[src/rtl/invader_march_if.sv]
// Bundle between the tick/game-control side and the formation motion controller.
interface invader_march_if;
  logic       tick;
  logic       en;
  logic       restart;
  logic [3:0] div;
  logic [9:0] posX;
  logic [9:0] posY;
  logic       dir;
  logic       step;
  logic       landed;

  modport master (
    output tick, en, restart, div,
    input  posX, posY, dir, step, landed
  );

  modport slave (
    input  tick, en, restart, div,
    output posX, posY, dir, step, landed
  );
endinterface

[src/rtl/invader_march.sv]
// Formation motion controller: divides tick pulses into march steps and walks
// the invader origin right/left, dropping a row and reversing at each edge.
module invader_march #(
  parameter int unsigned X_START = 32,
  parameter int unsigned Y_START = 40,
  parameter int unsigned X_MIN   = 16,
  parameter int unsigned X_MAX   = 560,
  parameter int unsigned X_STEP  = 8,
  parameter int unsigned Y_STEP  = 16,
  parameter int unsigned Y_LIMIT = 400
) (
  input  logic           clk_i,
  input  logic           rst_ni,
  invader_march_if.slave bus
);

  typedef enum logic [1:0] {
    MARCH_R,
    MARCH_L,
    LANDED
  } state_e;

  localparam logic [9:0]  XStart     = 10'(X_START);
  localparam logic [9:0]  YStart     = 10'(Y_START);
  localparam logic [9:0]  XStep10    = 10'(X_STEP);
  localparam logic [10:0] XStep11    = 11'(X_STEP);
  localparam logic [10:0] YStep11    = 11'(Y_STEP);
  localparam logic [10:0] XMax11     = 11'(X_MAX);
  localparam logic [10:0] XLeftLim11 = 11'(X_MIN + X_STEP);
  localparam logic [10:0] YLimit11   = 11'(Y_LIMIT);

  state_e     state_q, state_d;
  logic [9:0] posX_q, posX_d;
  logic [9:0] posY_q, posY_d;
  logic       dir_q, dir_d;
  logic       step_q, step_d;
  logic [3:0] tc_q, tc_d;

  logic        qualTick;
  logic        stepFire;
  logic [10:0] rightSum;
  logic [10:0] downSum;
  logic        atRightEdge;
  logic        atLeftEdge;
  logic        willLand;

  // Edge and landing decisions use 11-bit sums so a 10-bit position never wraps.
  assign qualTick    = bus.tick & bus.en & (state_q != LANDED);
  assign stepFire    = qualTick & (tc_q >= bus.div);
  assign rightSum    = {1'b0, posX_q} + XStep11;
  assign downSum     = {1'b0, posY_q} + YStep11;
  assign atRightEdge = rightSum > XMax11;
  assign atLeftEdge  = {1'b0, posX_q} < XLeftLim11;
  assign willLand    = downSum >= YLimit11;

  always_comb begin
    tc_d = tc_q;
    if (bus.restart) begin
      tc_d = '0;
    end else if (qualTick) begin
      tc_d = stepFire ? 4'd0 : tc_q + 4'd1;
    end
  end

  // A landing drop keeps the pre-drop direction so the renderer sees it frozen.
  always_comb begin
    state_d = state_q;
    posX_d  = posX_q;
    posY_d  = posY_q;
    dir_d   = dir_q;
    step_d  = 1'b0;
    if (bus.restart) begin
      state_d = MARCH_R;
      posX_d  = XStart;
      posY_d  = YStart;
      dir_d   = 1'b1;
    end else if (stepFire) begin
      step_d = 1'b1;
      case (state_q)
        MARCH_R: begin
          if (atRightEdge) begin
            posY_d  = downSum[9:0];
            state_d = willLand ? LANDED : MARCH_L;
            dir_d   = willLand ? dir_q : 1'b0;
          end else begin
            posX_d = rightSum[9:0];
          end
        end
        MARCH_L: begin
          if (atLeftEdge) begin
            posY_d  = downSum[9:0];
            state_d = willLand ? LANDED : MARCH_R;
            dir_d   = willLand ? dir_q : 1'b1;
          end else begin
            posX_d = posX_q - XStep10;
          end
        end
        default: begin
        end
      endcase
    end
  end

  always_ff @(posedge clk_i or negedge rst_ni) begin
    if (!rst_ni) begin
      state_q <= MARCH_R;
      posX_q  <= XStart;
      posY_q  <= YStart;
      dir_q   <= 1'b1;
      step_q  <= 1'b0;
      tc_q    <= '0;
    end else begin
      state_q <= state_d;
      posX_q  <= posX_d;
      posY_q  <= posY_d;
      dir_q   <= dir_d;
      step_q  <= step_d;
      tc_q    <= tc_d;
    end
  end

  assign bus.posX   = posX_q;
  assign bus.posY   = posY_q;
  assign bus.dir    = dir_q;
  assign bus.step   = step_q;
  assign bus.landed = (state_q == LANDED);

endmodule

[src/flat_wrapper.sv]
// flat-port wrapper written by rule: the top's interface ports become plain ports
module invader_march_flat 
#(
  parameter int unsigned X_START = 32,
  parameter int unsigned Y_START = 40,
  parameter int unsigned X_MIN   = 16,
  parameter int unsigned X_MAX   = 560,
  parameter int unsigned X_STEP  = 8,
  parameter int unsigned Y_STEP  = 16,
  parameter int unsigned Y_LIMIT = 400
)
  (clk_i, rst_ni, bus_tick, bus_en, bus_restart, bus_div, bus_posX, bus_posY, bus_dir, bus_step, bus_landed);
  invader_march_if bus_i ();
  input  logic clk_i;
  input  logic rst_ni;
  input wire logic [$bits(bus_i.tick)-1:0] bus_tick;
  input wire logic [$bits(bus_i.en)-1:0] bus_en;
  input wire logic [$bits(bus_i.restart)-1:0] bus_restart;
  input wire logic [$bits(bus_i.div)-1:0] bus_div;
  output wire logic [$bits(bus_i.posX)-1:0] bus_posX;
  output wire logic [$bits(bus_i.posY)-1:0] bus_posY;
  output wire logic [$bits(bus_i.dir)-1:0] bus_dir;
  output wire logic [$bits(bus_i.step)-1:0] bus_step;
  output wire logic [$bits(bus_i.landed)-1:0] bus_landed;
  assign bus_i.tick = bus_tick;
  assign bus_i.en = bus_en;
  assign bus_i.restart = bus_restart;
  assign bus_i.div = bus_div;
  assign bus_posX = bus_i.posX;
  assign bus_posY = bus_i.posY;
  assign bus_dir = bus_i.dir;
  assign bus_step = bus_i.step;
  assign bus_landed = bus_i.landed;
  invader_march #(.X_START(X_START), .Y_START(Y_START), .X_MIN(X_MIN), .X_MAX(X_MAX), .X_STEP(X_STEP), .Y_STEP(Y_STEP), .Y_LIMIT(Y_LIMIT)) u_core (.clk_i(clk_i), .rst_ni(rst_ni), .bus(bus_i));
endmodule
[config.mk]
export PLATFORM = sky130hd
export DESIGN_NAME = invader_march_flat
export DESIGN_NICKNAME = d
export VERILOG_FILES = /design/src/rtl/invader_march_if.sv /design/src/rtl/invader_march.sv /design/src/flat_wrapper.sv
export SDC_FILE = /design/constraint.sdc
export NUM_CORES = 1
export LEC_CHECK = 0
export CAP_MARGIN = 25
export CORE_ASPECT_RATIO = 0.9
export CORE_MARGIN = 2
export CORE_UTILIZATION = 48
export CTS_CLUSTER_SIZE = 28
export DETAILED_ROUTE_END_ITERATION = 8
export PLACE_DENSITY_LB_ADDON = 0.08
export SETUP_SLACK_MARGIN = 0.02
export SLEW_MARGIN = 5
export SYNTH_ARGS = -nofsm -noshare
export SYNTH_HDL_FRONTEND = slang
export SYNTH_SLANG_ARGS = --single-unit
export TNS_END_PERCENT = 100
[constraint.sdc]
create_clock -name clk_i -period 2.3 [get_ports clk_i]
set_clock_uncertainty 0.15 [all_clocks]
set_input_delay 0.345 -clock clk_i [delete_from_list [all_inputs] [get_ports clk_i]]
set_output_delay 0.345 -clock clk_i [all_outputs]
set_load 0.05 [all_outputs]
Yosys cells after proc, flatten, opt, wreduce, memory -nomap -nowiden:

Index checks and enable logic that the tools add are counted.

* bits in registers: 28
* bits of input ports: 9
* output and inout bits: 23
* logic and storage cells: 62

* add/subtract/negate cells: 4
* order comparisons: 4
* equal/unequal tests: 9
* mux-type cells: 29
* bitwise gates (word level): 3
* reductions and logical operators: 7

Operators with widths (number)
* $mux 10: 8
* $pmux 10 s2: 2
* $mux 2: 6
* $mux 4: 3
* $ne 3x3->1 const B: 4
* $add 10x4->11 const B: 1
* $add 10x5->11 const B: 1
* $ge 11x9->1 const B: 1
* $gt 11x10->1 const B: 1
* $lt 10x5->1 const B: 1
* $sub 10x4->10 const B: 1
* $mux 1: 8
* $reduce_and 4->1: 2
* $ne 3x2->1 const B: 2
* $reduce_and 6->1: 1
* $add 4x1->4 const B: 1
* $ge 4x4->1: 1
* $pmux 2 s2: 1
* $reduce_bool 2->1: 2
* $and 1x1->1: 3
* $reduce_bool 3->1: 1
* $eq 2x1->1 const B: 1
* $eq 2x2->1 const B: 1
* $logic_not 2->1: 1
* 2 further kinds: 2

Longest topological paths before layout:

* depth after elaboration: 7
* depth in mapped cells: 8
* mapped depth without buffers: 8

Least setup slack after synthesis:

OpenSTA, ideal clock, no wires.

* path kind: reg2reg
* start: register u_core.posY_q[4], in the netlist u_core.bus.posY[4]
* end: register u_core.dir_q, in the netlist u_core.bus.dir
* setup time: 0.082 ns
* arrival time: 2.540 ns
* required time: 2.068 ns
* slack: -0.471 ns
* cell stages (with the launch flop): 9
* path buffers: 0
* period minus slack after synthesis: 2.771 ns
* cell sequence: dfrtp_1 > inv_1 > ha_1 > and2b_2 > a311oi_1 > a41o_1 > a222oi_1 > o311ai_1 > a211o_1

* longest elaborated chain between the ends: 4
* elaborated cells between the ends (all ways): 5
* those cells by class: add/sub (1); order compare (1); eq/ne (2); reduce/logical (1)

Ends and longest elaborated chain
* start: declaration: RTL line invader_march.sv:34 `logic [9:0] posY_q, posY_d;`
* start signal: assignment: RTL line invader_march.sv:108 `posY_q <= YStart;`
* start signal: assignment: RTL line invader_march.sv:115 `posY_q <= posY_d;`
* $add 10x5->11 *: RTL line invader_march.sv:51 `assign downSum = {1'b0, posY_q} + YStep11;`
* $ge 11x9->1 *: RTL line invader_march.sv:54 `assign willLand = downSum >= YLimit11;`
* $ne 3x3->1 (no source line)
* $reduce_and 6->1 (no source line) *
* end signal: assignment: RTL line invader_march.sv:116 `dir_q <= dir_d;`
* end: declaration: RTL line invader_march.sv:35 `logic dir_q, dir_d;`

Mark *: on every way between the ends. The rest lies on a longest branch, timed or not.
A chain may end at the register's enable or synchronous reset.

Final worst setup path:

* start: register u_core.posY_q[5], in the netlist u_core.bus.posY[5]
* end: register u_core.state_q[1]

* longest elaborated chain between the ends: 7
* elaborated cells between the ends (all ways): 9
* those cells by class: add/sub (1); order compare (1); mux (7)

Ends and longest elaborated chain
* $add 10x5->11 *: RTL line invader_march.sv:51
* $ge 11x9->1 *: RTL line invader_march.sv:54
* $mux 2, on equally long branches: RTL line invader_march.sv:92, invader_march.sv:83
* $mux 2, on equally long branches: RTL line invader_march.sv:90, invader_march.sv:81
* $pmux 2 s2 *: RTL line invader_march.sv:79 `case (state_q)`
* $mux 2 *: RTL line invader_march.sv:77 `end else if (stepFire) begin`
* $mux 2 *: RTL line invader_march.sv:72 `if (bus.restart) begin`
* end signal: assignment: RTL line invader_march.sv:113 `state_q <= state_d;`
* end: declaration: RTL line invader_march.sv:32 `state_e state_q, state_d;`

Mark *: on every way between the ends. The rest lies on a longest branch, timed or not. The select of a mux whose other input is x is not followed.

==> results.tsv <==
metric	value	unit
status	finished with violations	
violations	setup timing	
vias	1765	
post-route-min-period	2.50	ns
power_frac_seq	47.7	%
fin_hold_ws	0.280	ns
area.growth.synth_to_final	45.7	%
cts.sinks	22	
wl_per_cell	16.0	µm
drc_errors	0	
syn_avg_cell_area	8.77	µm²
p_int	601	µW
reg2reg_from	u_core.bus.posY[5]$_DFFE_PN1P_	
ant_nets	0	
core-area	3450	µm²
crit_path_max_incr_delay	0.54	ns
powerDensity	319	nW/µm²
setup_viol	5	
port_buffers	25	
cpMostUsedCell	buf_4	
cp.depth	10	
clk_pin_slew	0.09	ns
cp_top_family	compound AO/OA/AOI/OAI gates	
die_area	4210	µm²
critPathSlowestCell	dfstp_2	
rsz0062_at_grt	yes	
cts_buffers	3	
combPwrFrac	17.6	%
grt_pass1_vias	1597	
synthArstFlopShare	100	%
worst_hold_path_type	input pin to async pin	
path_class	flip-flop to flip-flop	
seq_area_frac_synth	31.2	%
avgViaCountPerCell	5.90	
crit_fanout	4	
root_buffer	clkbuf_8	
grt_pass1_wl	7350	µm
synth_seq_cells	22	
ir_drop	0.242	mV
initial_core_util	51.6	%
worstSetupStartpointType	flip-flop	
post-place-ws	-0.318	ns
nets	275	
netlist_instances	203	
swShare	27.3	%
tritoncts	built	
antenna_found_initial	0	
slew_viol_final	0	
critPathCaptureType	flip-flop	
ys_types	65	
yosysWarnings	0	
required	2.31	ns
hold_viol	0	
p_sw	226	µW
rr_worst_depth	10	
dp_hpwl	3260	µm
power_frac_clock	34.8	%
worstSetupStartpoint	u_core.bus.posY[5]$_DFFE_PN1P_	
grt_max_degree	29	
ctsLongestPathBuffers	2	
reg2reg_to	u_core.state_q[1]$_DFFE_PN0P_	
globalplace.congestion	0.962	
placed_area	2260	µm²
p_leak	0.00107	µW
fin_area	2590	µm²
grt_util_all_layers	23.7	%
worst_slack	-0.200	ns
wl	4780	µm
max_clock_freq	0.400	GHz
endpoint	u_core.state_q[1]$_DFFE_PN0P_	
die_h	61.8	µm
first_iter_violations	140	
crit_buf_inv	3	
cp.arrival	2.51	ns
ctsHtreeMaxLevel	1	
ctsHoldBuffers	0	
fin_crit_sh	109	%
row_count	20	
tightest_slew	0.561	ns
reg2reg_slack	-0.20	ns
clk-insertion-delay-late	0.27	ns
total_power	827	µW
synth_edf_count	0	
syn_area	1780	µm²
io_pins	32	
final_layout_size_suffix_gt1_share	40.8	%
max-cap-violations	0	
fillerInstances	231	
setup_tns	-0.619	ns
die_w	68.2	µm
first_pass_iters	4	
cp_cell_sequence	inv_2 > ha_4 > and2b_2 > nand3_1 > a41o_1 > a222oi_1 > buf_4 > buf_4 > nor2_2 > a22o_1	
gr-total-overflow	0	
max_slew_margin	62.4	%
antenna_cells	0	
synth-main-ff-cell	dfrtp_1	
final cells by class:
cell class              count  area, µm²  share of cell area, %
clock buffers               4       55.1                   2.12
inverters                  12       45.0                   1.74
multi-input cells         159       1360                   52.3
flip-flops and latches     22        564                   21.8
well taps                  44       55.1                   2.12
repair buffers             58        517                   19.9
state kept, by name (all words and copies together) (netlist names):
register / flops
u_core.bus.dir: 1
u_core.state_q: 2
u_core.bus.posX: 7
u_core.bus.step: 1
u_core.bus.posY: 7
u_core.tc_q: 4
repair_timing:
item	in CTS	in global routing
setup endpoints to repair	7	16
setup buffers	7	3
pin swaps	6	19
gates resized for setup	8	33
power by group through the flow:
stage               Clock, µW  Sequential (µW)  Combinational [µW]
floorplan                   0              406                80.2
global placement            0              402                 116
detailed placement          0              402                 119
CTS                       295              394                 130
global route              309              395                 158
finish                    288              394                 145
cells in the mapped netlist, types with 3 or more instances:
cell type  count  area share (%)
buf_4          8             3.4
o31ai_1        4             1.7
and3_1         6             2.1
dfstp_2        4             5.9
ha_1          10             7.0
mux2_1         4             2.5
o21ai_0        3            0.84
or2_2          4             1.4
dfrtp_1       18              25
nand3_1       12             3.4
nand2b_1       3             1.1
nor3_1         3            0.84
a21oi_1       12             3.4
nor2_1        22             4.6
nand2_1       10             2.1
and3_2         3             1.3
nor2b_1        5             1.8
inv_1         12             2.5
worst min-delay path by stage:
stage / start / endpoint / slack (ns) / depth (start not counted)
final: rst_ni / u_core.tc_q[1]$_DFFE_PN0P_ / 0.28 / 2
after global routing: rst_ni / u_core.tc_q[2]$_DFFE_PN0P_ / 0.30 / 2
after CTS: rst_ni / u_core.tc_q[1]$_DFFE_PN0P_ / 0.29 / 2
after detailed placement: u_core.tc_q[3]$_DFFE_PN0P_ / u_core.tc_q[3]$_DFFE_PN0P_ / 0.41 / 2
after global placement: u_core.tc_q[0]$_DFFE_PN0P_ / u_core.tc_q[0]$_DFFE_PN0P_ / 0.40 / 2
after floorplan: rst_ni / u_core.bus.posX[4]$_DFFE_PN0P_ / -0.10 / 0
kinds of logic after synthesis:
group,synth area share (%)
flops,31.2
other cells,0.211
buf+inv,8.92
compound gates,20.7
mux,3.72
fa+ha+maj,7.03
xor+xnor,1.90
simple gates,26.4
per-stage QoR:
stage,util (%),instances
CTS,69.7,297
global placement,65.5,286
floorplan,-,208
global route,75.1,299
detailed placement,65.5,286
finish,75.1,299
metal layers:
layer  GRT usage (%)  vias to the layer above  routed length, µm
met5               0                        -                  0
met4            9.43                        0                 89
met3            3.96                       10                263
met2            40.2                       61               2350
met1            30.4                      857               2080
li1                -                      837                  -
layout by cell type, fill, tap and decap left out, drive strengths merged, types with 5 or more instances in the layout:
cell            n
nor2b           5
nor3            5
dfrtp          18
nand3          13
buf            35
nand2          10
and3            9
mux2            5
conb            6
clkdlybuf4s50  21
inv            12
or2             5
ha             10
nor2           22
a21oi          12
No activity file was read; power rests on OpenSTA's default activity.
